$ cat config.mk
export PLATFORM = sky130hd
export DESIGN_NAME = multi_ultrasonic_ranger
export DESIGN_NICKNAME = d
export VERILOG_FILES = /design/src/rtl/multi_ultrasonic_ranger.sv
export SDC_FILE = /design/constraint.sdc
export NUM_CORES = 1
export LEC_CHECK = 0
export CELL_PAD_IN_SITES_DETAIL_PLACEMENT = 0
export CELL_PAD_IN_SITES_GLOBAL_PLACEMENT = 1
export CORE_MARGIN = 2
export CORE_UTILIZATION = 44
export DETAILED_ROUTE_END_ITERATION = 7
export PLACE_DENSITY = 0.92
export SETUP_SLACK_MARGIN = 0.15
export SYNTH_ARGS = -nofsm -noshare
export SYNTH_HDL_FRONTEND = slang
export SYNTH_SLANG_ARGS = --single-unit
$ cat constraint.sdc
create_clock -name clk -period 3.1 [get_ports clk]
set_input_delay 0.62 -clock clk [delete_from_list [all_inputs] [get_ports clk]]
set_output_delay 0.62 -clock clk [all_outputs]
set_load 0.01 [all_outputs]
$ cat src/rtl/multi_ultrasonic_ranger.sv
// N-channel round-robin ultrasonic ranger.
// Fires one sensor at a time, times its echo and streams the distance out.
module multi_ultrasonic_ranger #(
  parameter int NUM_CH      = 3,
  parameter int CNT_W       = 22,
  parameter int TRIG_CYCLES = 1000,
  parameter int TIMEOUT_CYC = 3_000_000,
  parameter int GAP_CYCLES  = 500_000,
  parameter int OBST_THRESH = 58_000,
  localparam int CH_W = (NUM_CH > 1) ? $clog2(NUM_CH) : 1
) (
  input  logic              clk,
  input  logic              reset,
  input  logic              start,
  input  logic              continuous,
  input  logic [NUM_CH-1:0] echo,
  output logic [NUM_CH-1:0] trigger,
  output logic              dist_valid,
  input  logic              dist_ready,
  output logic [CNT_W-1:0]  dist_data,
  output logic [CH_W-1:0]   dist_ch,
  output logic              dist_timeout,
  output logic [NUM_CH-1:0] obst,
  output logic              busy
);

  typedef enum logic [2:0] {
    IDLE,
    TRIG,
    WAIT_RISE,
    MEASURE,
    REPORT,
    GAP
  } state_e;

  localparam logic [CNT_W-1:0] TRIG_LAST = CNT_W'(TRIG_CYCLES - 1);
  localparam logic [CNT_W-1:0] GAP_LAST  = CNT_W'(GAP_CYCLES - 1);
  localparam logic [CNT_W-1:0] TMO       = CNT_W'(TIMEOUT_CYC);
  localparam logic [CNT_W-1:0] THR       = CNT_W'(OBST_THRESH);
  localparam logic [CH_W-1:0]  CH_LAST   = CH_W'(NUM_CH - 1);

  state_e            state_q;
  logic [CH_W-1:0]   ch_q;
  logic [CNT_W-1:0]  cnt_q;
  logic [NUM_CH-1:0] sync1_q;
  logic [NUM_CH-1:0] sync2_q;
  logic [NUM_CH-1:0] trig_q;
  logic [NUM_CH-1:0] obst_q;
  logic              valid_q;
  logic              tmo_q;
  logic              busy_q;
  logic [CNT_W-1:0]  data_q;
  logic [CH_W-1:0]   dch_q;

  logic              echo_sel;
  logic              at_tmo;
  logic [CNT_W-1:0]  cnt_d;
  logic [CH_W-1:0]   ch_d;
  logic [NUM_CH-1:0] trig_d;

  // Selected echo, saturating counter step and next-channel trigger mask
  always_comb begin
    echo_sel = sync2_q[ch_q];
    at_tmo   = (cnt_q >= TMO);
    cnt_d    = at_tmo ? cnt_q : cnt_q + 1'b1;
    ch_d     = (ch_q == CH_LAST) ? '0 : ch_q + 1'b1;
    trig_d   = NUM_CH'(1) << ch_d;
  end

  // Two-flop synchroniser on every raw echo pin
  always_ff @(posedge clk or negedge reset) begin
    if (!reset) begin
      sync1_q <= '0;
      sync2_q <= '0;
    end else begin
      sync1_q <= echo;
      sync2_q <= sync1_q;
    end
  end

  // Sequencer: trigger, time echo, hand off result, guard gap
  always_ff @(posedge clk or negedge reset) begin
    if (!reset) begin
      state_q <= IDLE;
      ch_q    <= '0;
      cnt_q   <= '0;
      trig_q  <= '0;
      obst_q  <= '0;
      valid_q <= 1'b0;
      tmo_q   <= 1'b0;
      busy_q  <= 1'b0;
      data_q  <= '0;
      dch_q   <= '0;
    end else begin
      unique case (state_q)
        IDLE: begin
          if (start) begin
            state_q <= TRIG;
            ch_q    <= '0;
            cnt_q   <= '0;
            busy_q  <= 1'b1;
            trig_q  <= NUM_CH'(1);
          end
        end
        TRIG: begin
          if (cnt_q == TRIG_LAST) begin
            state_q <= WAIT_RISE;
            cnt_q   <= '0;
            trig_q  <= '0;
          end else begin
            cnt_q <= cnt_q + 1'b1;
          end
        end
        WAIT_RISE: begin
          if (echo_sel) begin
            state_q <= MEASURE;
            cnt_q   <= CNT_W'(1);
          end else if (at_tmo) begin
            state_q      <= REPORT;
            valid_q      <= 1'b1;
            data_q       <= '1;
            dch_q        <= ch_q;
            tmo_q        <= 1'b1;
            obst_q[ch_q] <= 1'b0;
          end else begin
            cnt_q <= cnt_d;
          end
        end
        MEASURE: begin
          if (!echo_sel) begin
            state_q      <= REPORT;
            valid_q      <= 1'b1;
            data_q       <= cnt_q;
            dch_q        <= ch_q;
            tmo_q        <= 1'b0;
            obst_q[ch_q] <= (cnt_q < THR);
          end else if (at_tmo) begin
            state_q      <= REPORT;
            valid_q      <= 1'b1;
            data_q       <= '1;
            dch_q        <= ch_q;
            tmo_q        <= 1'b1;
            obst_q[ch_q] <= 1'b0;
          end else begin
            cnt_q <= cnt_d;
          end
        end
        REPORT: begin
          if (dist_ready) begin
            valid_q <= 1'b0;
            state_q <= GAP;
            cnt_q   <= '0;
          end
        end
        GAP: begin
          if (cnt_q == GAP_LAST) begin
            cnt_q <= '0;
            ch_q  <= ch_d;
            if (ch_q != CH_LAST) begin
              state_q <= TRIG;
              trig_q  <= trig_d;
            end else if (continuous) begin
              state_q <= TRIG;
              trig_q  <= trig_d;
            end else begin
              state_q <= IDLE;
              busy_q  <= 1'b0;
            end
          end else begin
            cnt_q <= cnt_q + 1'b1;
          end
        end
        default: state_q <= IDLE;
      endcase
    end
  end

  assign trigger      = trig_q;
  assign dist_valid   = valid_q;
  assign dist_data    = data_q;
  assign dist_ch      = dch_q;
  assign dist_timeout = tmo_q;
  assign obst         = obst_q;
  assign busy         = busy_q;

endmodule
==> metrics.md, run 1 <==
| Metric | Value |
|---|---|
| GRT overflow | 0 |
| Synth Area in Compound Gates | ~27% |
| Most used DFF post-synth | dfrtp_1 |
| CP max FO | 18 |
| DRC | 0 |
| Fin. max-slew vios | 0 |
| Vias | between 3000 and 4000 |
| Synthesized flop and latch total | 66 |
| Grt peak-use layer | met2 |
| Post-CTS setup buffer count | 0 |
| CP Capture Type | register |
| Slew HR | 40.3% |
| Endpoints failing hold | 0 |
| Share of cells above drive strength 1 | 13.6% |
| I/O pin total | between 40 and 50 |
| Highest Clock Rate | 373 MHz |
| Worst slew pin tran | 0.895 ns |
| Post-synthesis mux area share | between 2 and 3% |
| FILL cells | 721 |
| Final ANT Viol Nets | 0 |
| CTS tree | done |
| Grt met2 use | 33.0% |
| Iteration-0 DRC Markers | 371 |
| Post-layout minimum cycle time | 2.68 ns |
| Setup tns final | 0 ns |
| Commonest non-fill, non-tap cell in the layout | dfrtp_1 |
| Clk_lat worst skew | 0.35 ns |
| Fin area | 4190 sq um |
| Tot GR Track Use | 22.5% |
| CP Class | register to register |
| Placed standard-cell area | 4020 sq um |
| Die area | 8830 sq um |
| Register area share after synthesis | 46.4% |
| Post-synthesis async set-or-reset flop share | 100% |
| WL final | 9030 microns |
| DRT Pass-1 Iters | 5 |
| Post-DP HPWL | 6400 microns |
| Adder-Cell Fraction of Synth Area | less than 1% |
| Area taken by multi-input logic gates | 1720 sq um |
| CORE AREA | 7770 sq um |
| Initial antenna violation count | 0 |
| H-Tree Depth | 3 |
| Routability cong. | slightly below 1 |
| RSZ-0062 raised after global routing | no |
| Die X | 94.0 microns |
| Met1 usage | approximately a third |
| Max VDD drop | 0.415 mV |
| Final setup vio count | 0 |
| Arr. time, crit path | 2.95 ns |
| # Max-Cap Violations | 0 |
| Cts bufs inserted | 9 |
| Power Density | 929 nW/um^2 |
| Ys Warns | 0 |
| DIE HEIGHT | roughly 94 microns |
| Post-synth net total | 361 |
| Clock Pin Slew Worst Setup and Hold Paths | 0.07 ns |
| FF/Latch Area | 1650 sq um |
| Hold Crit Class | input pin to async pin |
| Hold_buf cts | 0 |
| Critical Path RT | between 3 and 4 ns |
| First-pass GRT wire length | 15400 microns |
| Cell row count | 32 |
| Area grow syn2layout | 17.7% |
| Synth Area per Inst | 10.1 sq um |
| Largest family of logic cells by synthesized area | compound AO/OA/AOI/OAI gates |
| Post-synthesis instance area | 3560 sq um |
| Max clock buf depth | 2 |
| Clock sink count | 66 |
| Synth Instances | 351 |
| Pleak | 1.68 nW |
| Largest net degree at the start of global routing | 30 |
| Starting Density | a little under half |
| Distinct cells, synth | a little under 70 |
| Final net count | 397 |
| M3 GR Usage | ~4.4% |
| PortBufs | 40 |
| Period utilisation layout | between 80% and 90% |
| Post-CTS Resized | 0 |
| Skew final | 0.0107 ns |
| Status | complete, no violations |
| Root Buffer | clkbuf_8 |
| Simple-gate portion of the synthesized area | 17.9% |
| Element type at the critical path start | register |
| XOR/XNOR share of the synthesized area | 0% |
| Vias in the first global route | 2981 |
| Wirelength per Cell | 18.3 microns |
| Most frequent cells in the layout | dfrtp_1, clkdlybuf4s50_1, o22a_1 |
| EDFF count, synth | 0 |
| Vias per cell | 6.11 |
| Antenna diode count | 0 |
## worst max-delay path, cell delays in order, from the launching register on
cell and delay [ns]:
dfrtp_1 0.48, nand4_1 0.13, or4b_4 0.51, o21a_4 0.26, o21ai_2 0.70, buf_4 0.33, nor2_1 0.06, a31oi_1 0.13
## stage by stage
stage / power (mW) / hold slack [ns] / instances / utilization [%] / setup WS [ns]
after CTS: 3.89 / 0.207 / 493 / 54.0 / 0.408
final: 3.89 / 0.214 / 493 / 54.0 / 0.421
after global routing: 4.16 / 0.226 / 493 / 54.0 / 0.289
after detailed placement: 3.23 / 0.336 / 478 / 51.8 / 0.412
after global placement: 3.21 / 0.334 / 478 / 51.8 / 0.500
after floorplan: 2.51 / 0.324 / 351 / - / 0.934
## flip-flops by register name (all words and copies together), names as in the netlist, 3 cells and up
name / cells
trigger: 3
state_q: 3
dist_data: 22
obst: 3
sync1_q: 3
cnt_q: 22
sync2_q: 3
## report_power, final
group          leakage, nW  internal [mW]  switching, mW
Clock               0.0855          0.329          0.323
Sequential           0.835           1.11          0.238
Combinational        0.763          0.883           1.01
## worst paths after layout
path	from	endpoint	slack [ns]	cells past startpoint
worst max-delay path	cnt_q[19]	dist_valid	0.42	7
worst min-delay path	reset	cnt_q[16]	0.21	1
worst max register to register	cnt_q[19]	dist_valid	0.42	7
worst min register to register	sync1_q[1]	sync2_q[1]	0.35	0
max in group asynchronous	reset	cnt_q[1]	2.14	2
min in group clk	sync1_q[1]	sync2_q[1]	0.35	0
## cell type report
type	instances	share of cell area [%]
multi-input cells	248	41.0
clock inverters	2	0.299
inverters	10	0.896
clock buffers	13	3.79
repair buffers	52	11.6
well taps	102	3.04
flip-flops and latches	66	39.4
## routing by layer
| layer | part of all wire [%] | up-vias | wire (microns) |
|---|---|---|---|
| li1 | - | 1411 | - |
| met1 | 46 | 1465 | 4140 |
| met2 | 45 | 113 | 4100 |
| met3 | 6.1 | 21 | 549 |
| met4 | 2.6 | 0 | 237 |
| met5 | 0 | - | 0 |
## cell families (layout without fill, tap and decap cells)
logic type               Yosys count  in the layout
AND/OR/NAND/NOR                  114            114
buffers and inverters             37             77
AO/OA/AOI/OAI                    123            123
adder cells (fa/ha/maj)            2              2
multiplexers                       9              9
flip-flops                        66             66
## cells in the mapped netlist (all sizes together) (3+ instances only)
library cell | number | share of area, %
nor4 | 6 | 1.1
a21oi | 16 | 2.2
a21o | 4 | 0.84
o22a | 26 | 6.4
o21a | 5 | 1.3
mux2i | 4 | 1.1
nor2 | 22 | 2.4
a31o | 4 | 0.98
o211ai | 3 | 1.0
dfrtp | 66 | 46
buf | 17 | 3.2
nor2b | 3 | 0.53
a31oi | 9 | 1.6
clkbuf | 10 | 1.1
nor3 | 15 | 2.7
a22o | 5 | 1.2
o21ai | 24 | 3.7
o311ai | 3 | 0.95
and2 | 4 | 0.70
nand2b | 7 | 1.4
nand2 | 18 | 2.0
or4 | 4 | 0.95
mux2 | 5 | 1.7
a211oi | 4 | 1.2
nand3 | 20 | 3.0
and3 | 4 | 0.70
nand4 | 3 | 0.53
inv | 10 | 1.1
Power figures use the tool's default switching activity.
==> run 2, diff against run 1 <==
--- a/config.mk
+++ b/config.mk
@@ -9,7 +9,8 @@
 export CELL_PAD_IN_SITES_GLOBAL_PLACEMENT = 1
 export CORE_MARGIN = 2
-export CORE_UTILIZATION = 44
+export CORE_UTILIZATION = 40
 export DETAILED_ROUTE_END_ITERATION = 7
-export PLACE_DENSITY = 0.92
+export PLACE_DENSITY = 0.89
+export REMOVE_ABC_BUFFERS = 1
 export SETUP_SLACK_MARGIN = 0.15
 export SYNTH_ARGS = -nofsm -noshare
==> constraint.sdc (replaced) <==
create_clock -name clk -period 2.2 [get_ports clk]
set_input_delay 0.33 -clock clk [delete_from_list [all_inputs] [get_ports clk]]
set_output_delay 0.33 -clock clk [all_outputs]
set_load 0.01 [all_outputs]
==> run 2 against run 1 <==
Net effect:
- the flow now finishes with violations (negative setup slack)
- global-route usage is 0.87 points higher
- sequential share of layout area is 8.4 points lower
- cell area is 27% higher
- critical path depth is 1 lower
- sequential power is 37% higher
- worst hold slack better by 0.14 ns
- via count is 21% higher
- core utilization is 7.5 points higher
- count of clock-buffer cells in the layout stayed put
- setup slack worse by 0.59 ns
- first-iteration DRC count is 1.9% higher
- die area is 9.6% higher
- largest cell class unchanged
- largest power group unchanged
==> metrics.md, run 2 (same netlist as run 1, synthesis figures left out) <==
| Metric | Value |
|---|---|
| Max clock buf depth | 2 (unchanged) |
| Area grow syn2layout | 49.8% |
| Clk_lat worst skew | 0.36 ns (about the same) |
| CP Class | register to register |
| Highest Clock Rate | 421 MHz (+13%) |
| Clock Pin Slew Worst Setup and Hold Paths | 0.07 ns (about the same) |
| RSZ-0062 raised after global routing | yes |
| Root Buffer | clkbuf_8 |
| Power Density | 1360 nW/um^2 (+46%) |
| DIE HEIGHT | 98.4 microns (+4.7%) |
| Max VDD drop | 0.631 mV (+52%) |
| Hold_sp | sync1_q[1] |
| Reg-to-reg startpoint | cnt_q[19] |
| Skew final | 0.0119 ns (+0.00125 ns) |
| Pleak | 2.27 nW (+35%) |
| Commonest non-fill, non-tap cell in the layout | buf_4 |
| Endpoint, Worst Hold | sync2_q[1] |
| Final ANT Viol Nets | 0 (unchanged) |
| WL final | 12500 microns (+39%) |
| Initial antenna violation count | 0 (unchanged) |
| FILL cells | 690 (-4.3%) |
| CP max FO | 6 (-12) |
| Hold Path Depth | 0 |
| Final worst-path setup slack | -0.174 ns (-0.595 ns) |
| Register-to-register setup slack | -0.17 ns (-0.59 ns) |
| Final net count | 485 (+22%) |
| Total Power Consumption | 7.24 mW (+86%) |
| FF-to-FF End | trigger[1] |
| PortBufs | 40 (unchanged) |
| Die X | 98.4 microns (+4.7%) |
| R2R cell count | 6 (-1) |
| Final setup vio count | 23 (+23) |
| Largest net degree at the start of global routing | 67 (+120%) |
| Fin. max-slew vios | 0 (unchanged) |
| Arr. time, crit path | 2.62 ns (-0.33 ns) |
| Worst slew pin tran | 0.479 ns (-0.417 ns) |
| CORE AREA | 8680 sq um (+12%) |
| Critical Path RT | 2.45 ns (-0.92 ns) |
| CP Capture Type | register |
| DRT Pass-1 Iters | 7 (+2) |
| Antenna diode count | 0 (unchanged) |
| Starting Density | 41.0% (-4.8 points) |
| Most frequent cells in the layout | buf_4, dfrtp_1, clkdlybuf4s50_1 |
| CTS tree | done |
| Tot GR Track Use | 23.4% (+0.87 points) |
| Vias in the first global route | 3436 (+15%) |
| Vias per cell | 6.18 (+1.2%) |
| I/O pin total | 41 (unchanged) |
| Element type at the critical path start | register |
| Endpoints failing hold | 0 (unchanged) |
| Cts bufs inserted | 9 (unchanged) |
| Period utilisation layout | 108% (+21 points) |
| H-Tree Depth | 3 (unchanged) |
| DRC | 0 (unchanged) |
| Util after Layout | 61.5% (+7.5 points) |
| Slew HR | 68.0% (+28 points) |
| Cell row count | 34 (+6.3%) |
| Routability cong. | 0.929 (-3.4%) |
| Die area | 9670 sq um (+9.6%) |
| GRT overflow | 0 (unchanged) |
| First-pass GRT wire length | 17800 microns (+15%) |
| Failing checks | negative setup slack |
| Hold Crit Class | register to register |
| Wirelength per Cell | 21.3 microns (+16%) |
| Post-DP HPWL | 7440 microns (+16%) |
| Iteration-0 DRC Markers | 378 (+1.9%) |
| # Max-Cap Violations | 0 (unchanged) |
| Status | finished with violations |
| Share of cells above drive strength 1 | 38.3% (+25 points) |
| Clock sink count | 66 (unchanged) |
| Post-layout minimum cycle time | 2.37 ns (-0.305 ns) |
| Vias | 3634 (+21%) |
==> run 2: layout make-up <==
class                      count  area [sq um]  area share [%]
clock inverter                 3          15.0           0.281
clock buffer                  13           149            2.79
multi-input combinational    248          2020            37.9
tap                          108           135            2.53
timing repair buffer         140          1320            24.8
sequential                    66          1650            31.0
inverter                      10          37.5           0.704
==> run 2: how the worst max path moves through the flow <==
stage                     startpoint    endpoint
after floorplan            cnt_q[20]  dist_ch[0]
after global placement      cnt_q[0]   cnt_q[11]
after detailed placement   cnt_q[18]    cnt_q[1]
after CTS                  cnt_q[18]    cnt_q[1]
after global routing        cnt_q[6]  trigger[1]
final                      cnt_q[19]  trigger[1]
==> run 2: per-layer routing <==
layer	up-vias	GRT usage, %	part of all wire (%)	wire length (microns)
met4	0	10.3	4.5	562
li1	1588	-	-	-
met5	-	0	0	0
met1	1761	32.4	42	5210
met3	54	4.65	7.4	934
met2	231	35.7	47	5840
==> run 2: critical path: stages (launching register included) <==
cell     delay, ns
dfrtp_1       0.44
or4_4         0.51
nor3_2        0.21
a31o_2        0.37
nand2_2       0.12
a211o_1       0.31
mux2_4        0.31
==> run 2: stage by stage <==
step           setup WS, ns  instances  TNS, ns  hold slack [ns]  cell area, sq um
6_report             -0.174        588    -1.78            0.350              5330
2_1_floorplan        -0.304        324    -3.26           0.0344              3410
4_1_cts             -0.0309        576  -0.0609            0.353              4910
3_5_place_dp        -0.0831        548   -0.551            0.338              4520
5_1_grt              -0.203        588    -2.64            0.359              5330
3_3_place_gp        -0.0172        548  -0.0506            0.335              4520
==> run 2: where the power goes <==
group	internal, mW	switching (mW)	total, mW
Combinational	2.26	2.25	4.50
Clock	0.435	0.470	0.906
Sequential	1.56	0.270	1.83
Total	4.25	2.99	7.24
==> run 2: timing repair <==
action / 4_1_cts / 5_1_grt
hold endpoints to repair: 49 / 0
hold buffers: 1 / 0
resized for setup: 35 / 65
setup endpoints to repair: 58 / 59
gates cloned: 0 / 2
pin swaps: 11 / 40
buffers inserted: 11 / 10
==> run 3, diff against run 2 <==
CORE_UTILIZATION = 45   (was 40)
DONT_BUFFER_PORTS = 1   (was default)
PLACE_DENSITY = 0.88   (was 0.89)
==> run 3 against run 2 <==
Net effect:
- the flow still finishes with violations (negative setup slack)
- register-to-register slack improved by 0.098 ns
- sequential share of layout area increased by 0.38 points
- total power decreased by 2.1%
- count of clock-buffer cells in the layout decreased by 3
- clock power increased by 34%
- fmax increased by 4.3%
- critical path type unchanged
==> metrics.md, run 3 (same netlist as run 1, synthesis figures left out) <==
| Metric | Value |
|---|---|
| Pre-CTS setup slack | -0.145 ns (-0.0621 ns) |
| Clock share of power | 17.0% (+4.5 points) |
| Clk_lat worst skew | 0.37 ns (about the same) |
| Worst slew pin tran | 0.497 ns (+0.0188 ns) |
| Tot GR Track Use | 27.4% (+4.0 points) |
| Critical Path RT | 2.47 ns (+0.02 ns) |
| Die X | 93.0 microns (-5.5%) |
| Hold Crit Class | input pin to register |
| Power Density | 1340 nW/um^2 (-1.0%) |
| Wirelength per Cell | 22.8 microns (+6.7%) |
| Status | finished with violations |
| Pleak | 2.22 nW (-2.1%) |
| Combinational Power Share | 55.2% (-7.0 points) |
| Iteration-0 DRC Markers | 407 (+7.7%) |
| Psw | 3.03 mW (+1.3%) |
| CTS tree | done |
| Clock Pin Slew Worst Setup and Hold Paths | 0.08 ns (about the same) |
| DRT Pass-1 Iters | 6 (-1) |
| Hold Path Depth | 1 (+1) |
| Post-DP HPWL | 6940 microns (-6.7%) |
| Area grow syn2layout | 48.1% |
| Most frequent cells in the layout | buf_4, dfrtp_1, o22a_1 |
| Failing checks | negative setup slack |
| Endpoints failing hold | 0 (unchanged) |
| DRC | 0 (unchanged) |
| Total Power Consumption | 7.09 mW (-2.1%) |
| Cell row count | 32 (-5.9%) |
| CORE AREA | 7690 sq um (-11%) |
| Root Buffer | clkbuf_8 |
| Final ANT Viol Nets | 0 (unchanged) |
| WL final | 12600 microns (+0.70%) |
| Sequential share of power | 27.8% (+2.5 points) |
| CP Capture Type | register |
| Initial antenna violation count | 0 (unchanged) |
| Share of cells above drive strength 1 | 46.4% (+8.0 points) |
| Max clock buf depth | 2 (unchanged) |
| Die area | 8640 sq um (-11%) |
| Arr. time, crit path | 2.55 ns (-0.07 ns) |
| Vias in the first global route | 3466 (+0.87%) |
| GRT overflow | 0 (unchanged) |
| Cell mode on critical path | buf_6 |
| Starting Density | 46.3% (+5.3 points) |
| H-Tree Depth | 3 (unchanged) |
| Final worst-path setup slack | -0.0760 ns (+0.0981 ns) |
| First-pass GRT wire length | 18200 microns (+2.5%) |
| Final net count | 458 (-5.6%) |
| I/O pin total | 41 (unchanged) |
| RSZ-0062 raised after global routing | yes |
| Element type at the critical path start | register |
| Skew final | 0.0100 ns (-0.00189 ns) |
| Net Sw Frac | 42.7% (+1.5 points) |
| Critical-path cell list | nand4_1 -> or4b_4 -> o21a_4 -> buf_6 -> o21ai_4 -> buf_6 -> nor2_4 -> o31ai_2 |
| Fin. max-slew vios | 0 (unchanged) |
| Cts bufs inserted | 9 (unchanged) |
| PortBufs | 0 (-100%) |
| Antenna diode count | 0 (unchanged) |
| Max VDD drop | 0.573 mV (-9.1%) |
| Slew HR | 66.7% (-1.3 points) |
| CP Class | register to register |
| Vias | 3581 (-1.5%) |
| Routability cong. | 1.02 (+10%) |
| Period utilisation layout | 103% (-4.5 points) |
| DIE HEIGHT | 93.0 microns (-5.5%) |
| CP max FO | 7 (+1) |
| Commonest non-fill, non-tap cell in the layout | buf_4 |
| Clock sink count | 66 (unchanged) |
| Critical path's slowest cell | or4b_4 |
| CP peak stage delay | 0.52 ns (about the same) |
| Largest net degree at the start of global routing | 67 (unchanged) |
| Final setup vio count | 12 (-48%) |
| Util after Layout | 68.6% (+7.1 points) |
| Vias per cell | 6.45 (+4.4%) |
| Highest Clock Rate | 439 MHz (+4.3%) |
| R2R cell count | 8 (+2) |
| Int Power | 4.06 mW (-4.5%) |
| # Max-Cap Violations | 0 (unchanged) |
| Post-layout minimum cycle time | 2.28 ns (-0.0981 ns) |
-- run 3: power by group through the flow --
stage	Clock, mW	Combinational (mW)	Sequential (mW)
2_1_floorplan	0	1.44	1.97
3_3_place_gp	0	2.50	1.97
3_5_place_dp	0	2.50	1.98
4_1_cts	1.21	3.14	1.96
5_1_grt	1.26	4.10	2.02
6_report	1.21	3.91	1.97
-- run 3: critical path: cells and delay by family (launching register included) --
| kind | cells | cell delay, ns |
|---|---|---|
| AOI/OAI and AO/OA | 3 | 0.70 |
| buffers and inverters | 2 | 0.31 |
| DFF | 1 | 0.45 |
| and+or+nand+nor | 3 | 0.72 |
-- run 3: area by class of cell --
| type | count | area, sq um |
|---|---|---|
| Clock buffer | 10 | 138 |
| Clock inverter | 6 | 90.1 |
| Fill cell | 513 | 2410 |
| Inverter | 10 | 37.5 |
| Multi-Input combinational cell | 248 | 2170 |
| Sequential cell | 66 | 1660 |
| Tap cell | 102 | 128 |
| Timing Repair Buffer | 113 | 1050 |
-- run 3: repair_timing --
action / in CTS / in global routing
setup endpoints to repair: 59 / 57
gates resized for setup: 80 / 60
cloned: 1 / 2
hold endpoints to repair: 69 / 0
buffers inserted: 17 / 13
hold buffers: 5 / 0
pin swaps: 39 / 42
-- run 3: metrics by stage --
step / TNS, ns / std cells / hold WS, ns / area (sq um)
2_1_floorplan: -3.26 / 324 / 0.0344 / 3410
3_3_place_gp: -0.357 / 502 / 0.0361 / 4110
3_5_place_dp: -1.09 / 502 / 0.0357 / 4110
4_1_cts: -0.00768 / 540 / 0.0511 / 4850
5_1_grt: -1.67 / 555 / 0.0493 / 5270
6_report: -0.383 / 555 / 0.0440 / 5270
-- run 3: path summary, 6_finish.rpt --
kind | startpoint | endpoint | slack, ns
worst max-delay path | cnt_q[19] | cnt_q[18] | -0.08
worst min-delay path | dist_ready | dist_valid | 0.04
worst max register to register | cnt_q[19] | cnt_q[18] | -0.08
worst min register to register | sync1_q[1] | sync2_q[1] | 0.36
max in group asynchronous | reset | cnt_q[9] | 1.40
min in group asynchronous | reset | cnt_q[0] | 0.50
-- run 3: layer usage --
layer / up-vias / wire length [microns] / global-route usage (%)
li1: 1539 / - / -
met1: 1791 / 5090 / 36.6
met2: 196 / 6090 / 42.0
met3: 55 / 963 / 8.38
met4: 0 / 482 / 10.0
met5: - / 0 / 0
==> edit: new RTL, config.mk and constraints of run 1 <==
Change the parameter `CNT_W` from 22 to 44.
--- a/src/rtl/multi_ultrasonic_ranger.sv
+++ b/src/rtl/multi_ultrasonic_ranger.sv
@@ -2,7 +2,7 @@
 // Fires one sensor at a time, times its echo and streams the distance out.
 module multi_ultrasonic_ranger #(
   parameter int NUM_CH      = 3,
-  parameter int CNT_W       = 22,
+  parameter int CNT_W       = 44,
   parameter int TRIG_CYCLES = 1000,
   parameter int TIMEOUT_CYC = 3_000_000,
   parameter int GAP_CYCLES  = 500_000,
Ports: changed (resized dist_data); port bits go from 41 to 63. The function was not compared with the original's and may differ.
==> edit against run 1 <==
- sequential cell count up 44
- sequential power up 27%
- hold slack better by 58 ps
- routed wire length increased by 63%
- worst setup slack got worse by 59 ps
- clock power rose by 97%
- total power fell by 6.3%
- area after synthesis grew 56%
- design area increased by 61%
- highest routed layer unchanged
==> edit: results <==
[logic_synthesis]
synthXorXnorAreaFrac_pct = 0.315
synthFlopType = "dfrtp_1"
async_flop_share_pct = 100
ys_seq_area_share_pct = 49.4
synthMuxAreaShare_pct = 1.17
synth.distinct_cells = 65
syn_nets = 632
ys_warn_count = 0
synth_fa_ha_area_share_pct = 0.450
synthTopCellsByCount = "nand2_1 (122), dfrtp_1 (110), o21ai_0 (79), nor2_1 (31)"
synth_area_leaders = "dfrtp_1 (49%), nand2_1 (8.2%), o21ai_0 (7.1%)"
synth_compound_area_share_pct = 20.7

[power_and_ir_drop]
peakVddDrop_uv = 276
leakage_nw = 2.59

[routing]
viasPerCell = 5.93
drt_pre_antenna_iters = 6
drtIter0Drc = 415
wirelength_um = 14700

[final_layout]
drive_gt1_share_pct = 9.81
final_nets = 688
antenna_cells = 0
fillCellCount = 1124
layout_commonest_cell = "nand2_1"

[global_route]
grt_antenna_before_repair = 0
grtUsageTotal_pct = 23.2
first_global_vias = 4932
grt_max_degree = 63
grt_pass1_wl_um = 24800

[sta]
skew_ps = 10.5
worstMarginPinSlew_ps = 629
fin_setup_tns_ps = 0

[cts]
cts_root_buf = "clkbuf_16"
clock_latency_ps = 370
numCtsBuffers = 9
cts_buffer_depth = 2
h-tree-depth = 3

[critical_path]
cp-endpoint = "cnt_q[39]$_DFFE_PN0P_"
r2r_setup_slack_ps = 360
cp_max_fo = 12
crit_start = "cnt_q[23]$_DFFE_PN0P_"
cp.arrival_ps = 3040
reg2regPathDepth = 8

[hold_path]
min_path_type = "input port to async pin"

[outcome]
status = "complete, no violations"

[placed_design]
io_buffers = 62
gp_congestion = 0.931
dp_hpwl_um = 10100
-- edit: through the flow --
stage          worst slack (ps)  instance area [sq um]  std cells  total power, mW
5_1_grt                     149                   6760        855             3.81
4_1_cts                     229                   6750        855             3.65
2_1_floorplan               655                   5570        622             2.11
3_5_place_dp                168                   6420        839             2.37
6_report                    362                   6760        855             3.65
3_3_place_gp                300                   6420        839             2.35
-- edit: worst min path at each step --
stage | from | endpoint | slack (ps) | cells past startpoint
2_1_floorplan | reset | busy$_DFFE_PN0P_ | 320 | 0
3_3_place_gp | sync1_q[0]$_DFF_PN0_ | sync2_q[0]$_DFF_PN0_ | 340 | 0
3_5_place_dp | sync1_q[1]$_DFF_PN0_ | sync2_q[1]$_DFF_PN0_ | 340 | 0
4_1_cts | reset | sync2_q[2]$_DFF_PN0_ | 300 | 1
5_1_grt | reset | sync2_q[2]$_DFF_PN0_ | 320 | 1
6_report | reset | obst[2]$_DFFE_PN0P_ | 270 | 1
-- edit: where the power goes --
part           total (mW)  switching, mW  internal (mW)
Combinational       0.660          0.394          0.266
Clock                1.28          0.548          0.736
Sequential           1.70          0.164           1.54
-- edit: routing by layer --
metal / global-route usage [%] / wire, um / vias up
li1: - / - / 2373
met1: 31.2 / 6480 / 2488
met2: 37.9 / 7160 / 188
met3: 3.84 / 821 / 21
met4: 9.13 / 268 / 0
met5: 0 / 0 / -
-- edit: cell families after synthesis --
kind of cell    after synthesis
compound gates              188
flops                       110
fa+ha+maj                     2
mux                           6
buf+inv                      54
simple gates                260
xor+xnor                      2
-- edit: worst max-delay path, cell delays in order, from the launching register on --
cell	delay, ps
dfrtp_1	450
nor4_1	360
nand4_1	220
nor2_1	260
nand3_1	290
o21a_2	400
buf_4	190
or3_1	360
a21oi_2	130
-- edit: layout make-up --
class / count / area [sq um] / share of cell area (%)
clock buffer: 10 / 239 / 3.53
clock inverter: 6 / 95.1 / 1.41
inverter: 13 / 48.8 / 0.722
multi-input combinational: 458 / 2570 / 38.1
sequential: 110 / 2750 / 40.7
tap: 172 / 215 / 3.18
timing repair buffer: 86 / 836 / 12.4
-- edit: repair_timing --
action                     4_1_cts  5_1_grt
buffers inserted                 0        0
setup endpoints to repair        0       30
gates resized for setup          0        3
